$ cat config.mk
export PLATFORM = sky130hd
export DESIGN_NAME = frv_ccx_unit
export DESIGN_NICKNAME = d
export VERILOG_FILES = /design/src/rtl/frv_ccx_pkg.sv /design/src/rtl/frv_ccx_clmul.sv /design/src/rtl/frv_ccx_unit.sv
export SDC_FILE = /design/constraint.sdc
export NUM_CORES = 1
export LEC_CHECK = 0
export BUFFER_PORTS_ARGS = -buffer_cell sky130_fd_sc_hd__buf_2
export CELL_PAD_IN_SITES_DETAIL_PLACEMENT = 0
export CELL_PAD_IN_SITES_GLOBAL_PLACEMENT = 2
export CORE_ASPECT_RATIO = 0.8
export CORE_MARGIN = 4
export CORE_UTILIZATION = 30
export CTS_BUF_LIST = sky130_fd_sc_hd__clkbuf_16
export CTS_CLUSTER_SIZE = 25
export DETAILED_ROUTE_END_ITERATION = 10
export HOLD_SLACK_MARGIN = 0.1
export PLACE_DENSITY_LB_ADDON = 0.08
export SLEW_MARGIN = 40
export SYNTH_ARGS = -nofsm -noshare
export SYNTH_HDL_FRONTEND = slang
export SYNTH_SLANG_ARGS = --single-unit
$ cat constraint.sdc
create_clock -name clk_i -period 17.4 [get_ports clk_i]
set_input_delay 5.22 -clock clk_i [delete_from_list [all_inputs] [get_ports clk_i]]
set_output_delay 5.22 -clock clk_i [all_outputs]
set_load 0.01 [all_outputs]
$ cat src/rtl/frv_ccx_pkg.sv
// Shared types for the chunk-serial CCX execution unit.
package frv_ccx_pkg;

    // Function select carried on ccx_sel_i.
    typedef enum logic [1:0] {
        CCX_MINU  = 2'd0,
        CCX_MAXU  = 2'd1,
        CCX_HAM   = 2'd2,
        CCX_CLMUL = 2'd3
    } ccx_fn_e;

    // Transfer/execute/stream-back sequencing.
    typedef enum logic [1:0] {
        IDLE    = 2'd0,
        COLLECT = 2'd1,
        EXEC    = 2'd2,
        EMIT    = 2'd3
    } ccx_state_e;

endpackage

$ cat src/rtl/frv_ccx_clmul.sv
// Iterative carry-less multiplier, one multiplier bit per cycle.
// i_start processes bit 0 of i_b; o_done is high in the cycle that processes the
// last bit, with the final product already visible on o_result (next-state value).
// Only instantiated by frv_ccx_unit when FRV_CCX_CLMUL_EN is defined.
module frv_ccx_clmul #(
    parameter int unsigned XLEN = 32
) (
    input  logic            clk_i,
    input  logic            rst_i,
    input  logic            i_start,
    input  logic [XLEN-1:0] i_a,
    input  logic [XLEN-1:0] i_b,
    output logic            o_done,
    output logic [XLEN-1:0] o_result
);

    localparam int unsigned CntW      = (XLEN > 2) ? $clog2(XLEN) : 1;
    localparam int unsigned LastStepI = (XLEN > 1) ? XLEN - 2 : 0;
    localparam logic [CntW-1:0] LastStep = CntW'(LastStepI);

    logic            r_active, w_active_d;
    logic [CntW-1:0] r_cnt, w_cnt_d;
    logic [XLEN-1:0] r_acc, w_acc_d;
    logic [XLEN-1:0] r_ma, w_ma_d;
    logic [XLEN-1:0] r_mb, w_mb_d;

    // Next-state: load on start, then shift-XOR one multiplier bit per cycle.
    always_comb begin
        w_active_d = r_active;
        w_cnt_d    = r_cnt;
        w_acc_d    = r_acc;
        w_ma_d     = r_ma;
        w_mb_d     = r_mb;
        if (i_start) begin
            w_acc_d    = i_b[0] ? i_a : '0;
            w_ma_d     = i_a << 1;
            w_mb_d     = i_b >> 1;
            w_cnt_d    = '0;
            w_active_d = (XLEN > 1);
        end else if (r_active) begin
            w_acc_d = r_acc ^ (r_mb[0] ? r_ma : '0);
            w_ma_d  = r_ma << 1;
            w_mb_d  = r_mb >> 1;
            w_cnt_d = r_cnt + 1'b1;
            if (r_cnt == LastStep) begin
                w_active_d = 1'b0;
            end
        end
    end

    // State registers with synchronous reset.
    always_ff @(posedge clk_i) begin
        if (rst_i) begin
            r_active <= 1'b0;
            r_cnt    <= '0;
            r_acc    <= '0;
            r_ma     <= '0;
            r_mb     <= '0;
        end else begin
            r_active <= w_active_d;
            r_cnt    <= w_cnt_d;
            r_acc    <= w_acc_d;
            r_ma     <= w_ma_d;
            r_mb     <= w_mb_d;
        end
    end

    assign o_done   = (i_start && (XLEN == 1)) || (r_active && (r_cnt == LastStep));
    assign o_result = w_acc_d;

endmodule

$ cat src/rtl/frv_ccx_unit.sv
// Chunk-serial custom-compute unit for the FazyRV CCX port.
// Collects two XLEN-bit operands LSB chunk first, executes MINU/MAXU/HAM/CLMUL and
// streams the result back chunk-serially under ccx_resp_o.
// Optional feature macro: FRV_CCX_CLMUL_EN (without it, sel 3 returns zero after
// a single EXEC cycle).
module frv_ccx_unit
    import frv_ccx_pkg::*;
#(
    parameter int unsigned CHUNKSIZE = 4,
    parameter int unsigned XLEN      = 32
) (
    input  logic                 clk_i,
    input  logic                 rst_i,
    input  logic                 ccx_req_i,
    input  logic [1:0]           ccx_sel_i,
    input  logic [CHUNKSIZE-1:0] ccx_rs_a_i,
    input  logic [CHUNKSIZE-1:0] ccx_rs_b_i,
    output logic [CHUNKSIZE-1:0] ccx_res_o,
    output logic                 ccx_resp_o,
    output logic                 busy_o
);

    localparam int unsigned NCHUNK = XLEN / CHUNKSIZE;
    localparam int unsigned CntW   = $clog2(NCHUNK + 1);
    localparam int unsigned HamW   = $clog2(XLEN + 1);
    localparam logic [CntW-1:0] LastCnt = CntW'(NCHUNK - 1);

    ccx_state_e      r_state, w_state_d;
    ccx_fn_e         r_sel, w_sel_d;
    logic [CntW-1:0] r_cnt, w_cnt_d;
    logic [XLEN-1:0] r_a, w_a_d;
    logic [XLEN-1:0] r_b, w_b_d;
    logic [XLEN-1:0] r_res, w_res_d;

    logic [XLEN-1:0] w_a_shift, w_b_shift;
    logic [XLEN-1:0] w_minu, w_maxu, w_diff;
    logic [HamW-1:0] w_ham;

`ifdef FRV_CCX_CLMUL_EN
    logic            w_clmul_start;
    logic            w_clmul_done;
    logic [XLEN-1:0] w_clmul_res;

    frv_ccx_clmul #(
        .XLEN (XLEN)
    ) u_clmul (
        .clk_i    (clk_i),
        .rst_i    (rst_i),
        .i_start  (w_clmul_start),
        .i_a      (r_a),
        .i_b      (r_b),
        .o_done   (w_clmul_done),
        .o_result (w_clmul_res)
    );
`endif

    // Operand shift-in: move right by one chunk, new chunk enters at the top.
    always_comb begin
        w_a_shift = r_a >> CHUNKSIZE;
        w_b_shift = r_b >> CHUNKSIZE;
        w_a_shift[XLEN-1 -: CHUNKSIZE] = ccx_rs_a_i;
        w_b_shift[XLEN-1 -: CHUNKSIZE] = ccx_rs_b_i;
    end

    // Single-cycle functions on the assembled operands.
    always_comb begin
        w_minu = (r_a < r_b) ? r_a : r_b;
        w_maxu = (r_a < r_b) ? r_b : r_a;
        w_diff = r_a ^ r_b;
        w_ham  = '0;
        for (int i = 0; i < int'(XLEN); i++) begin
            w_ham = w_ham + HamW'(w_diff[i]);
        end
    end

    // Next-state and datapath control; r_cnt doubles as the CLMUL "started" flag in EXEC.
    always_comb begin
        w_state_d = r_state;
        w_sel_d   = r_sel;
        w_cnt_d   = r_cnt;
        w_a_d     = r_a;
        w_b_d     = r_b;
        w_res_d   = r_res;
`ifdef FRV_CCX_CLMUL_EN
        w_clmul_start = 1'b0;
`endif
        unique case (r_state)
            IDLE: begin
                if (ccx_req_i) begin
                    w_a_d   = w_a_shift;
                    w_b_d   = w_b_shift;
                    w_sel_d = ccx_fn_e'(ccx_sel_i);
                    if (NCHUNK == 1) begin
                        w_state_d = EXEC;
                        w_cnt_d   = '0;
                    end else begin
                        w_state_d = COLLECT;
                        w_cnt_d   = CntW'(1);
                    end
                end
            end
            COLLECT: begin
                if (ccx_req_i) begin
                    w_a_d = w_a_shift;
                    w_b_d = w_b_shift;
                    if (r_cnt == LastCnt) begin
                        w_state_d = EXEC;
                        w_cnt_d   = '0;
                    end else begin
                        w_cnt_d = r_cnt + 1'b1;
                    end
                end else begin
                    // Transfer broken off: drop partial operands silently.
                    w_state_d = IDLE;
                    w_cnt_d   = '0;
                    w_a_d     = '0;
                    w_b_d     = '0;
                end
            end
            EXEC: begin
                w_state_d = EMIT;
                w_cnt_d   = '0;
                unique case (r_sel)
                    CCX_MINU: w_res_d = w_minu;
                    CCX_MAXU: w_res_d = w_maxu;
                    CCX_HAM:  w_res_d = XLEN'(w_ham);
                    CCX_CLMUL: begin
`ifdef FRV_CCX_CLMUL_EN
                        w_clmul_start = (r_cnt == '0);
                        if (w_clmul_done) begin
                            w_res_d = w_clmul_res;
                        end else begin
                            w_state_d = EXEC;
                            w_cnt_d   = CntW'(1);
                        end
`else
                        w_res_d = '0;
`endif
                    end
                    default: w_res_d = '0;
                endcase
            end
            EMIT: begin
                w_res_d = r_res >> CHUNKSIZE;
                if (r_cnt == LastCnt) begin
                    w_state_d = IDLE;
                    w_cnt_d   = '0;
                end else begin
                    w_cnt_d = r_cnt + 1'b1;
                end
            end
            default: w_state_d = IDLE;
        endcase
    end

    // State registers with synchronous reset.
    always_ff @(posedge clk_i) begin
        if (rst_i) begin
            r_state <= IDLE;
            r_sel   <= CCX_MINU;
            r_cnt   <= '0;
            r_a     <= '0;
            r_b     <= '0;
            r_res   <= '0;
        end else begin
            r_state <= w_state_d;
            r_sel   <= w_sel_d;
            r_cnt   <= w_cnt_d;
            r_a     <= w_a_d;
            r_b     <= w_b_d;
            r_res   <= w_res_d;
        end
    end

    assign ccx_resp_o = (r_state == EMIT);
    assign ccx_res_o  = ccx_resp_o ? r_res[CHUNKSIZE-1:0] : '0;
    assign busy_o     = (r_state != IDLE);

endmodule

# Word-level counts from Yosys, hierarchy flattened
# Cells that the tools add are included.
[word_totals]
output_inout_bits = 6
input_bits = 13
word_cells = 78
regBits = 104
[classes]
reduce_logical = 8
addsub = 32
n_eq_ne = 10
magnitude_cmp = 1
muxes = 20
bitwise_logic = 1
[op_table]
columns = ["op", "n"]
rows = [
  ["2-to-1 mux 32 bit", 6],
  ["case mux 32 bit (2 select lines)", 3],
  ["adder 6 x 1 -> 6 bit", 26],
  ["case mux 32 bit (4 select lines)", 1],
  ["< comparator 32 bit", 1],
  ["bitwise XOR 32 bit", 1],
  ["2-to-1 mux 4 bit", 4],
  ["case mux 4 bit (4 select lines)", 1],
  ["equality test 2 bit, second input constant", 4],
  ["2-to-1 mux 2 bit", 4],
  ["case mux 2 bit (4 select lines)", 1],
  ["adder 5 x 1 -> 6 bit", 1],
  ["nonzero test 2 bit", 3],
  ["adder 4 x 1 -> 5 bit", 1],
  ["adder 3 x 1 -> 4 bit", 1],
  ["adder 4 x 1 -> 4 bit, second input constant", 1],
  ["equality test 2 x 1 -> 1 bit, second input constant", 2],
  ["equality test 4 x 3 -> 1 bit, second input constant", 1],
  ["logical NOT 2 bit", 2],
  ["AND reduction 2 bit", 2],
  ["adder 2 x 1 -> 3 bit", 1],
  ["!= test 3 bit, second input constant", 1],
  ["AND reduction 3 bit", 1],
  ["adder 1 x 1 -> 2 bit", 1],
  ["other kinds (2)", 2],
]

# Longest topological paths before layout
[logic_depth]
ltp_word = 34
depth_mapped = 23
mapped_depth_nobuf = 23

# Worst setup path after synthesis
# Ideal clock, no wire load.
[synth_timing]
path_kind = "register -> output"
startpoint = "register (tool-made name)"
endpoint = "output port ccx_res_o[0]"
t_arrival_ns = 1.043
path_slack_ns = 11.137
path_buffers = 2
required_time_ns = 12.180
stages_incl_launch_ff = 4
path_cell_list = "dfxtp_1 > clkbuf_1 > buf_4 > and3_1"
[synth_rtl]
columns = ["item", "line_no", "text"]
rows = [
  ["end: declaration", "frv_ccx_unit.sv:18", "output logic [CHUNKSIZE-1:0] ccx_res_o,"],
]

# Worst setup path in the final report
[layout_timing]
startpoint = "register r_state[0]"
endpoint = "output port ccx_resp_o"
[layout_via]
elab_chain_cells = 1
[layout_rtl]
columns = ["item", "line_no", "text"]
rows = [
  ["start: declaration", "frv_ccx_unit.sv:28", "ccx_state_e r_state, w_state_d;"],
  ["start signal: assignment", "frv_ccx_unit.sv:166", "r_state <= w_state_d;"],
  ["equality test 2 bit", "frv_ccx_unit.sv:175", "assign ccx_resp_o = (r_state == EMIT);"],
  ["end: declaration", "frv_ccx_unit.sv:19", "output logic ccx_resp_o,"],
]
# No other way between the ends.

==> flow_summary.yaml <==
status:
  status: "completed"
yosys:
  synth_ff_type: "dfxtp_1"
  syn_nets: 741
  syn_inst: 664
  ys_ff_latch: 104
  synth_edf_count: 0
  synth-seq-area-share_pct: 35.2
  synth_xor_area_share_pct: 0.444
  synth-async-reset-ratio_pct: 0
  synth_compound_area_share_pct: 20.8
  synth_area_mm2: 0.00591
  yosys.area_share.simple_pct: 13.5
  muxShareOfSynthArea_pct: 5.08
  yosys.cell_types.count: 54
  yosysWarnings: 0
  synth-adder-area-share_pct: 16.6
  synth_top_family_by_area: "compound AO/OA/AOI/OAI gates"
  synth.avg_cell_area_um2: 8.91
global_routing:
  grtUsageTotal_pct: 16.0
  antenna_found_initial: 0
  overflow: 0
  grt_max_degree: 66
  grt_pass1_vias: 4530
  grt_pass1_wl_um: 26800
floorplanning:
  die_h_um: 134
  die_w_um: 165
  die-area_mm2: 0.0220
  num_io_pins: 19
  start_util_pct: 30.9
  core_area_mm2: 0.0191
  rows: 45
setup_path:
  path_class: "reg2out"
  rrSetupSlack_ns: 11.31
  crit_buf_inv: 2
  cpMaxStageDelayCell: "dfxtp_1"
  path_cells: "nand2_1 -> inv_2 -> buf_2"
  worstPathMaxFanout: 24
  cpLargestDelayFamily: "flip-flops"
  cp.required_ns: 12.18
  critPathMaxStageDelay_ns: 0.72
  critPathArrivalTime_ns: 2.00
  cp-start-kind: "register"
  crit_path_end_kind: "primary output"
cts:
  clock_latency_ns: 0.36
  post_cts_resized: 0
  cts_sinks: 104
  ctsHoldBuffers: 0
  path_clk_slew_ns: 0.08
  clock_path_buffers: 2
  htree_levels: 3
  tritoncts: "yes"
  cts_buffers: 9
  cts_root_buf: "clkbuf_16"
  cts_setup_buffers: 0
drt:
  via_per_inst: 5.04
  ant_nets: 0
  dr_total_vias: 4649
  post-route-drc-count: 0
  wl_um: 17000
  top_layer: "met4"
  met1_length_um: 9470
  route.met3.wl_um: 548
  firstDrtPassIters: 4
  drtIter0Drc: 324
  route.detailed.wl_per_inst_um: 18.4
  wl_met2_um: 6740
layout:
  post-route-util_pct: 33.8
  multi_input_area_mm2: 0.00336
  final.fill_count: 2051
  ff_latch_area_mm2: 0.00208
  instances_no_fill: 922
  antenna_cells: 0
  areaGrowthSynthToFinish_pct: 9.44
  drive_gt1_share_pct: 7.53
  nets: 736
timing:
  max_freq_mhz: 139
  rsz0062_at_grt: "false"
  setup_viol_count_final: 0
  period_share_pct: 41.5
  max_slew_margin_pct: 50.3
  setup-tns-final_ns: 0
  fin_crit_ns: 7.22
  finalHoldViolations: 0
  fin_skew_ns: 0.00508
  report.final.slew_viol_count: 0
  tightest_slew_ns: 0.745
job:
  drv_cap: 0
placement:
  hpwl_um: 12400
  gp_congestion: 0.779
  port_buffers: 18
  dp.cells: 906
power:
  ir_worst_vdd_mv: 0.0392
  cellPowerDensity_mw_per_mm2: 84.1
  static-leakage-power_nw: 2.74
worst_hold_path:
  hold_class: "reg2reg"
-- where the power goes --
part	switching, mW	leakage, nW	internal [mW]
clock	0.102	0.138	0.0992
combinational	0.0604	1.76	0.0362
sequential	0.00553	0.841	0.241
total	0.167	2.74	0.377
-- logic make-up (layout without fill, tap and decap cells) --
logic type | Yosys count | after routing
xor+xnor | 3 | 3
compound gates | 182 | 182
flops | 104 | 104
buf+inv | 119 | 119
fa+ha+maj | 64 | 64
mux | 30 | 30
simple gates | 162 | 162
-- synth_stat cells, types with 3 or more instances --
library cell	number	share of area, %
inv_1	79	5.0
ha_1	40	8.5
o21ai_0	6	0.51
a21o_1	3	0.38
o211ai_1	3	0.38
a211oi_1	3	0.38
nor2b_1	31	3.3
a22oi_1	65	8.3
nor3_1	4	0.34
nand4_1	5	0.53
dfxtp_1	104	35
nand2_1	17	1.1
a21oi_1	45	3.8
nand3_1	7	0.59
nor2_1	77	4.9
nor3b_1	3	0.38
or3_1	4	0.42
o22ai_1	25	2.6
fa_1	24	8.1
o21ai_1	11	0.93
buf_1	7	0.44
o221ai_1	3	0.44
buf_4	3	0.38
buf_6	3	0.57
mux2i_1	30	5.1
buf_2	3	0.25
and3_1	4	0.42
clkbuf_1	21	1.3
-- per-stage QoR --
step	area, um2	setup WS [ns]	total power [mW]	hold slack (ns)
after floorplan	5910	11.14	0.326	0.428
after global placement	6190	10.32	0.351	0.444
after detailed placement	6190	10.29	0.350	0.448
after CTS	6470	10.15	0.556	0.459
after global routing	6470	10.01	0.572	0.474
final	6470	10.18	0.544	0.455
-- area by class of cell --
class                           count  area share [%]
Inverter                           80            4.64
Multi-Input combinational cell    441            51.9
Tap cell                          258            4.99
Clock buffer                        9            3.48
Sequential cell                   104            32.2
Clock inverter                      7           0.831
Timing Repair Buffer               23            2.01
-- sequential cells by signal, summed over array words and instances, names as in the netlist, named ones only --
register,flops
r_sel,2
r_a,32
r_b,32
r_state,1
r_cnt,4
r_res,32
-- worst paths after layout --
check	start	to	cells past startpoint
worst min register to register	r_res[30]	r_res[30]	2
worst max-delay path	r_state[0]	ccx_resp_o	3
worst min-delay path	r_res[30]	r_res[30]	2
worst max register to register	r_b[11]	r_res[4]	23
-- cells in the final DEF, fill, tap and decap left out, types with 5 or more instances in the layout --
cell type and n:
inv_1 79, nor2b_1 30, nand4_1 5, a21oi_1 45, o21ai_1 11, ha_1 40
nand2_1 17, fa_1 24, clkbuf_16 9, a22oi_1 65, o22ai_1 25, mux2i_1 30
buf_2 17, nand3_1 7, o21ai_0 6, nor2_1 77, buf_4 6, dfxtp_1 104
-- metal layers --
layer	track usage [%]	vias to the layer above
met4	4.30	0
met3	2.75	12
met2	20.5	70
met1	26.5	2261
li1	-	2306
met5	0	-
-- worst min-delay path: stages (launching register included) --
cell and delay [ns]:
dfxtp_1 0.31, nand2_1 0.05, o21ai_1 0.05
(Power assumes the default switching activity.)
